[src/rtl/bldc_pkg.sv]
`default_nettype none
// ============================================================================
//  Module      : bldc_pkg
//  Description : Shared types and helpers for the six-step BLDC commutator.
//                Holds the controller state encoding, the sector and leg
//                constants, the hall-code decoder and the commutation table.
//                Gate vectors are ordered {C,B,A}, so leg A is bit 0.
//  Revision    : 1.0  initial release
// ============================================================================
package bldc_pkg;

  typedef enum logic [1:0] {
    ST_IDLE     = 2'd0,
    ST_DEADTIME = 2'd1,
    ST_DRIVE    = 2'd2
  } state_e;

  localparam logic [2:0] C_SECTOR_A = 3'd0;
  localparam logic [2:0] C_SECTOR_B = 3'd1;
  localparam logic [2:0] C_SECTOR_C = 3'd2;
  localparam logic [2:0] C_SECTOR_D = 3'd3;
  localparam logic [2:0] C_SECTOR_E = 3'd4;
  localparam logic [2:0] C_SECTOR_F = 3'd5;

  localparam logic [2:0] C_LEG_NONE = 3'b000;
  localparam logic [2:0] C_LEG_A    = 3'b001;
  localparam logic [2:0] C_LEG_B    = 3'b010;
  localparam logic [2:0] C_LEG_C    = 3'b100;

  typedef struct packed {
    logic       valid;
    logic [2:0] sector;
  } hall_dec_t;

  // Hall code {h1,h2,h3} to sector. 000 and 111 are reported invalid.
  function automatic hall_dec_t hall_to_sector(input logic [2:0] hall);
    hall_dec_t r;
    r.valid  = 1'b1;
    r.sector = C_SECTOR_A;
    case (hall)
      3'b101:  r.sector = C_SECTOR_A;
      3'b100:  r.sector = C_SECTOR_B;
      3'b110:  r.sector = C_SECTOR_C;
      3'b010:  r.sector = C_SECTOR_D;
      3'b011:  r.sector = C_SECTOR_E;
      3'b001:  r.sector = C_SECTOR_F;
      default: r.valid  = 1'b0;
    endcase
    return r;
  endfunction

  // Returns {gate_h, gate_l}. Exactly one high leg and one different low leg
  // for every legal sector; all-off for anything else.
  function automatic logic [5:0] gate_table(input logic [2:0] sector, input logic dir);
    logic [2:0] h;
    logic [2:0] l;
    h = C_LEG_NONE;
    l = C_LEG_NONE;
    if (dir) begin
      case (sector)
        C_SECTOR_A: begin h = C_LEG_A; l = C_LEG_B; end
        C_SECTOR_B: begin h = C_LEG_A; l = C_LEG_C; end
        C_SECTOR_C: begin h = C_LEG_B; l = C_LEG_C; end
        C_SECTOR_D: begin h = C_LEG_B; l = C_LEG_A; end
        C_SECTOR_E: begin h = C_LEG_C; l = C_LEG_A; end
        C_SECTOR_F: begin h = C_LEG_C; l = C_LEG_B; end
        default:    begin h = C_LEG_NONE; l = C_LEG_NONE; end
      endcase
    end else begin
      case (sector)
        C_SECTOR_A: begin h = C_LEG_B; l = C_LEG_A; end
        C_SECTOR_B: begin h = C_LEG_C; l = C_LEG_A; end
        C_SECTOR_C: begin h = C_LEG_C; l = C_LEG_B; end
        C_SECTOR_D: begin h = C_LEG_A; l = C_LEG_B; end
        C_SECTOR_E: begin h = C_LEG_A; l = C_LEG_C; end
        C_SECTOR_F: begin h = C_LEG_B; l = C_LEG_C; end
        default:    begin h = C_LEG_NONE; l = C_LEG_NONE; end
      endcase
    end
    return {h, l};
  endfunction

endpackage
`default_nettype wire

[src/rtl/bldc_commutator.sv]
`default_nettype none
// ============================================================================
//  Module      : bldc_commutator
//  Description : Six-step BLDC commutation stage. Decodes debounced hall
//                codes into sectors, drives one high-side and one low-side
//                gate from the dir-selected table, inserts an all-off dead
//                time on every sector/direction change and on start-up, and
//                forces all gates off on disable, fault or invalid hall code.
//                High-side gates are chopped by pwm_in combinationally.
//  Ports       : CLK, reset_n (async, active-low)
//                enable, dir, hall[2:0], fault_n, pwm_in   -- inputs
//                inh[2:0], inl[2:0] {C,B,A}, sector[2:0],
//                hall_error, stall                         -- outputs
//  Config      : define BLDC_STALL_DETECT_EN to enable the stall detector
//                (STALL_CYCLES without a sector change -> sticky stall).
//  Revision    : 1.0  initial release
// ============================================================================
module bldc_commutator
  import bldc_pkg::*;
#(
  parameter int unsigned DEAD_TIME    = 32,          // 1..255
  parameter int unsigned STALL_CYCLES = 16_000_000
) (
  input  logic       CLK,
  input  logic       reset_n,
  input  logic       enable,
  input  logic       dir,
  input  logic [2:0] hall,
  input  logic       fault_n,
  input  logic       pwm_in,
  output logic [2:0] inh,
  output logic [2:0] inl,
  output logic [2:0] sector,
  output logic       hall_error,
  output logic       stall
);

  localparam logic [7:0] C_DT_LOAD = 8'(DEAD_TIME - 1);

  state_e     state_q, state_d;
  logic [2:0] sector_q, sector_d;
  logic       dir_q, dir_d;
  logic [7:0] cnt_q, cnt_d;
  logic [2:0] gate_h_q, gate_h_d;
  logic [2:0] gate_l_q, gate_l_d;
  logic       hall_err_q;

  hall_dec_t  dec;
  logic       change_evt;
  logic       force_idle;
  logic       start_ok;
  logic       stall_flag;
  logic       stall_hit;

  assign dec        = hall_to_sector(hall);
  assign change_evt = dec.valid && ((dec.sector != sector_q) || (dir != dir_q));
  assign force_idle = !enable || !fault_n || !dec.valid || stall_hit;
  assign start_ok   = enable && fault_n && dec.valid && !stall_flag;

`ifdef BLDC_STALL_DETECT_EN
  localparam logic [23:0] C_STALL_LAST = 24'(STALL_CYCLES - 1);

  logic [23:0] stall_cnt_q, stall_cnt_d;
  logic        stall_q, stall_d;

  // Only a running controller can stall; the count restarts on any change.
  assign stall_hit = (state_q != ST_IDLE) && (stall_cnt_q == C_STALL_LAST);

  always_comb begin
    stall_cnt_d = stall_cnt_q;
    stall_d     = stall_q;
    if ((state_q == ST_IDLE) || change_evt) begin
      stall_cnt_d = '0;
    end else if (stall_cnt_q != '1) begin
      stall_cnt_d = stall_cnt_q + 24'd1;
    end
    // Sticky until the run request is withdrawn.
    if (!enable) begin
      stall_d = 1'b0;
    end else if (stall_hit) begin
      stall_d = 1'b1;
    end
  end

  always_ff @(posedge CLK or negedge reset_n) begin
    if (!reset_n) begin
      stall_cnt_q <= '0;
      stall_q     <= 1'b0;
    end else begin
      stall_cnt_q <= stall_cnt_d;
      stall_q     <= stall_d;
    end
  end

  assign stall_flag = stall_q;
`else
  assign stall_hit  = 1'b0;
  assign stall_flag = 1'b0;
`endif

  // Next-state logic. Priority: forced IDLE > change event > dead-time count.
  always_comb begin
    state_d  = state_q;
    sector_d = sector_q;
    dir_d    = dir_q;
    cnt_d    = cnt_q;
    gate_h_d = gate_h_q;
    gate_l_d = gate_l_q;

    case (state_q)
      ST_IDLE: begin
        gate_h_d = '0;
        gate_l_d = '0;
        cnt_d    = '0;
        if (start_ok) begin
          sector_d = dec.sector;
          dir_d    = dir;
          cnt_d    = C_DT_LOAD;
          state_d  = ST_DEADTIME;
        end
      end

      ST_DEADTIME, ST_DRIVE: begin
        if (force_idle) begin
          state_d  = ST_IDLE;
          gate_h_d = '0;
          gate_l_d = '0;
          cnt_d    = '0;
        end else if (change_evt) begin
          // Also restarts a dead time already in progress.
          sector_d = dec.sector;
          dir_d    = dir;
          gate_h_d = '0;
          gate_l_d = '0;
          cnt_d    = C_DT_LOAD;
          state_d  = ST_DEADTIME;
        end else if (state_q == ST_DEADTIME) begin
          if (cnt_q == 8'd0) begin
            state_d              = ST_DRIVE;
            {gate_h_d, gate_l_d} = gate_table(sector_q, dir_q);
          end else begin
            cnt_d = cnt_q - 8'd1;
          end
        end
      end

      default: begin
        state_d  = ST_IDLE;
        gate_h_d = '0;
        gate_l_d = '0;
        cnt_d    = '0;
      end
    endcase
  end

  always_ff @(posedge CLK or negedge reset_n) begin
    if (!reset_n) begin
      state_q    <= ST_IDLE;
      sector_q   <= '0;
      dir_q      <= 1'b0;
      cnt_q      <= '0;
      gate_h_q   <= '0;
      gate_l_q   <= '0;
      hall_err_q <= 1'b0;
    end else begin
      state_q    <= state_d;
      sector_q   <= sector_d;
      dir_q      <= dir_d;
      cnt_q      <= cnt_d;
      gate_h_q   <= gate_h_d;
      gate_l_q   <= gate_l_d;
      hall_err_q <= !dec.valid;
    end
  end

  assign inh        = gate_h_q & {3{pwm_in}};
  assign inl        = gate_l_q;
  assign sector     = sector_q;
  assign hall_error = hall_err_q;
  assign stall      = stall_flag;

endmodule
`default_nettype wire

[config.mk]
export PLATFORM = sky130hd
export DESIGN_NAME = bldc_commutator
export DESIGN_NICKNAME = d
export VERILOG_FILES = /design/src/rtl/bldc_pkg.sv /design/src/rtl/bldc_commutator.sv
export SDC_FILE = /design/constraint.sdc
export NUM_CORES = 1
export LEC_CHECK = 0
export BUFFER_PORTS_ARGS = -buffer_cell sky130_fd_sc_hd__buf_2
export CORE_UTILIZATION = 60
export DETAILED_ROUTE_END_ITERATION = 8
export PLACE_DENSITY = 0.83
export SYNTH_ARGS = -nofsm -noshare
export SYNTH_HDL_FRONTEND = slang
export SYNTH_SLANG_ARGS = --single-unit
[constraint.sdc]
create_clock -name CLK -period 5.1 [get_ports CLK]
set_input_delay 0.255 -clock CLK [delete_from_list [all_inputs] [get_ports CLK]]
set_output_delay 0.255 -clock CLK [all_outputs]
set_load 0.005 [all_outputs]
==> key figures <==
Run status
  • Outcome: completed

Synthesis
  • Post-synthesis net count: 188
  • Synthesized area per cell: between 8 and 9 um2
  • Post-synth EDFFs: 0
  • Synth warn: 0
  • Post-synthesis cell type with the largest combined area: sky130_fd_sc_hd__dfrtp_1
  • Commonest cells in the synthesized netlist: sky130_fd_sc_hd__dfrtp_1 (21), sky130_fd_sc_hd__nand2_1 (20), sky130_fd_sc_hd__nor2_1 (15)
  • Area share of the leading cell type in the synthesized netlist: 35.74%
  • Predominant post-synthesis flop cell: sky130_fd_sc_hd__dfrtp_1
  • Post-synthesis sequential area ratio: 35.74%
  • Main area contributors after synthesis: sky130_fd_sc_hd__dfrtp_1 (36%), sky130_fd_sc_hd__nand2_1 (5.1%), sky130_fd_sc_hd__a21oi_1 (4.8%)
  • Proportion of register bits with asynchronous set or reset after synthesis: 100.0%
  • Synth cell types: 46
  • Most frequent cell after synthesis: sky130_fd_sc_hd__dfrtp_1
  • Cell count after synthesis: 174
  • Summed instance area of the synthesized netlist: 1470 um2
  • Total of flip-flops plus latches after synthesis: 21

Timing
  • Setup violations, final: 0
  • Slew at the pin closest to its max-slew limit: 0.7467 ns
  • Worst-case headroom to the max-slew limit: 49.76%
  • Achievable frequency: about 0.44 GHz
  • Final-layout setup total negative slack: 0 ns
  • Post-layout min period: 2.272 ns
  • Number of hold violations in the final report: 0
  • Period Utilization, post-route: 44.56%
  • Final setup skew: 0.002671 ns
  • Count of pins over their slew limit: 0
  • RSZ-0062 raised after global routing: no
  • Slack of the critical path: 2.828 ns

Worst setup path
  • Type of element capturing the critical path: register
  • Worst-path cell chain: nor4_1 -> nand3_2 -> a21oi_4 -> and3b_1 -> a21oi_4 -> mux2i_1
  • Gate family responsible for the most delay along the worst path: simple AND/OR/NAND/NOR gates
  • Stages on the worst setup path: 6
  • Required time reported for the critical path endpoint: 5.35 ns
  • Critical-path top delay cell: sky130_fd_sc_hd__nor4_1
  • Element type at the critical path start: register
  • Endpoint arrival time on the critical path: 2.52 ns
  • Biggest cell delay along the critical path: 0.68 ns
  • Crit Path Class: register to register
  • Maximum fanout count along the critical path: 7
  • Worst-case reg-to-reg path depth: 6
  • WP buf/inv: 0
  • Dominant cell type by count on the critical path: sky130_fd_sc_hd__a21oi_4

Global routing
  • Vias in the first global route: 1306
  • Initial antenna violation count: 0
  • Global-route wire length before repair: 5602 um
  • GRT Resource Usage Total: 28.59%
  • Residual overflow from global routing: 0
  • Maximum number of pins on one net before global-route repair: 22

Route
  • TritonRoute pass-1 iters: 4
  • Wirelength, routed: 3183 um
  • Routed via count divided by cell count: 6.194
  • Post-detailed-route DRC marker count: 0
  • Average routed wire per standard cell: about 15 um
  • Vias after detailed routing: 1338
  • Number of nets still failing antenna checks after routing: 0
  • Number of DRC violations after detailed-routing iteration 0: 34

Cells and area
  • Ant. Diodes: 0
  • Layout cell share with drive strength beyond 1: around 17%
  • Final-layout fill cell count: 202
  • Final Net Count: 203
  • Total non-filler cell area in the finished layout: 1569 um2
  • Synth-to-Final Area Change: 6.723%

Clock tree
  • Clk sink count: 21
  • Insertion delay of the later-clocked pin in the worst-skew pair: ~0.31 ns
  • CTS root buf: sky130_fd_sc_hd__clkbuf_4
  • Clock slew seen by the registers of the worst setup and hold paths: 0.12 ns
  • Number of gates given a new drive strength after cts: 0
  • TritonCTS Buffers: 3
  • H-tree levels: 1
  • CTS tree: yes
  • Maximum root-to-sink buffer count: 2

Floorplanning
  • Std-Cell Core Area: 2255 um2
  • FP Rows: 17
  • X dimension of the die: 51.50 um
  • Initial core utilization: between 60% and 70%
  • Die Footprint: 2652 um2
  • Boundary pin count: 20
  • Die height: 51.50 um

Pwr
  • Overall power of the completed layout: 0.6252 mW
  • Static Leakage: 0.6979 nW
  • Max VDD drop: around 0.36 mV
  • Total power per unit cell area: 398.5 nW/um2

Min path
  • Min-Delay Path Class: input pin to register
  • Hold depth: 3

Placed design
  • Gp weighted congestion: 0.9257
  • HPWL reported at the end of detailed placement: 2449 um
  • Post-DP Area: 1533 um2
  • Worst-case setup slack after placement: 2.909 ns
  • Number of input and output port buffers inserted: 18

Flow run
  • Number of violations of the max-capacitance limit: 0
## worst register-to-register path, stage by stage, from the launching register on
cell	delay [ns]
sky130_fd_sc_hd__dfrtp_1	0.42
sky130_fd_sc_hd__nor4_1	0.68
sky130_fd_sc_hd__nand3_2	0.26
sky130_fd_sc_hd__a21oi_4	0.22
sky130_fd_sc_hd__and3b_1	0.28
sky130_fd_sc_hd__a21oi_4	0.16
sky130_fd_sc_hd__mux2i_1	0.19
## final timing paths
path / start / end / slack [ns]
max: cnt_q[6] / state_q[1] / 2.83
min: dir / dir_q / 0.18
max reg2reg: cnt_q[6] / state_q[1] / 2.83
min reg2reg: gate_h_q[0] / gate_h_q[0] / 0.49
max in group asynchronous: reset_n / cnt_q[1] / 4.37
min in group asynchronous: reset_n / cnt_q[5] / 0.42
## cells by family (layout without fill, tap and decap cells)
group	Yosys count	count (layout)	synth area share [%]
simple gates	72	72	26.47
compound gates	49	49	20.85
flops	21	21	35.74
buf+inv	19	33	6.809
fa+ha+maj	5	5	4.255
xor+xnor	5	5	4.256
mux	2	2	1.362
other cells	1	1	0.2551
## repair_timing
item                      in CTS  in global routing
hold buffers                   1                  0
setup buffers                  0                  0
hold endpoints to repair      21                  0
## power breakdown
| part | internal [mW] | total [mW] | switching, mW | leakage [nW] |
|---|---|---|---|---|
| clock network | 0.0306 | 0.0825 | 0.0519 | 0.0150 |
| logic | 0.114 | 0.301 | 0.187 | 0.401 |
| registers | 0.193 | 0.242 | 0.0489 | 0.282 |
| total | 0.338 | 0.625 | 0.288 | 0.698 |
## flip-flops by register name, indices dropped and copies added, names as in the netlist
name        flops
gate_h_q        3
inl             3
state_q         2
hall_error      1
sector          3
dir_q           1
cnt_q           8
## metrics by stage
step	hold WS (ns)	util [%]	std cells
2_1_floorplan	-0.04059	-	174
3_3_place_gp	0.2335	67.98	211
3_5_place_dp	0.2357	67.98	211
4_1_cts	0.1704	69.59	216
5_1_grt	0.1781	69.59	216
6_report	0.1764	69.59	216
## placed cells by master (no fill, tap or decap), types with 3 or more instances in the layout
cell	n
sky130_fd_sc_hd__ha_1	5
sky130_fd_sc_hd__nand2_1	20
sky130_fd_sc_hd__nor3_1	3
sky130_fd_sc_hd__a31oi_1	5
sky130_fd_sc_hd__nand3_1	6
sky130_fd_sc_hd__inv_1	10
sky130_fd_sc_hd__o22ai_1	3
sky130_fd_sc_hd__nand4_1	3
sky130_fd_sc_hd__o21ai_0	11
sky130_fd_sc_hd__buf_2	18
sky130_fd_sc_hd__nor2_1	15
sky130_fd_sc_hd__and2_1	4
sky130_fd_sc_hd__nor2b_1	4
sky130_fd_sc_hd__o21ai_1	6
sky130_fd_sc_hd__a21oi_1	14
sky130_fd_sc_hd__clkbuf_4	3
sky130_fd_sc_hd__dfrtp_1	21
## area by class of cell
cell class	instances	area [um2]	area share, %
Inverter	10	37.54	2.392
Multi-Input combinational cell	134	844.6	53.83
Timing Repair Buffer	19	100.1	6.380
Clock buffer	4	26.28	1.675
Sequential cell	21	525.5	33.49
Tap cell	28	35.03	2.233
## layer usage
metal | vias to the layer above | GRT usage, % | wire [um]
met4 | 0 | 13.06 | 48
met2 | 54 | 49.57 | 1581
met5 | - | 0 | 0
li1 | 640 | - | -
met3 | 5 | 3.216 | 158
met1 | 639 | 35.39 | 1394
No activity file was read; power rests on OpenSTA's default activity.
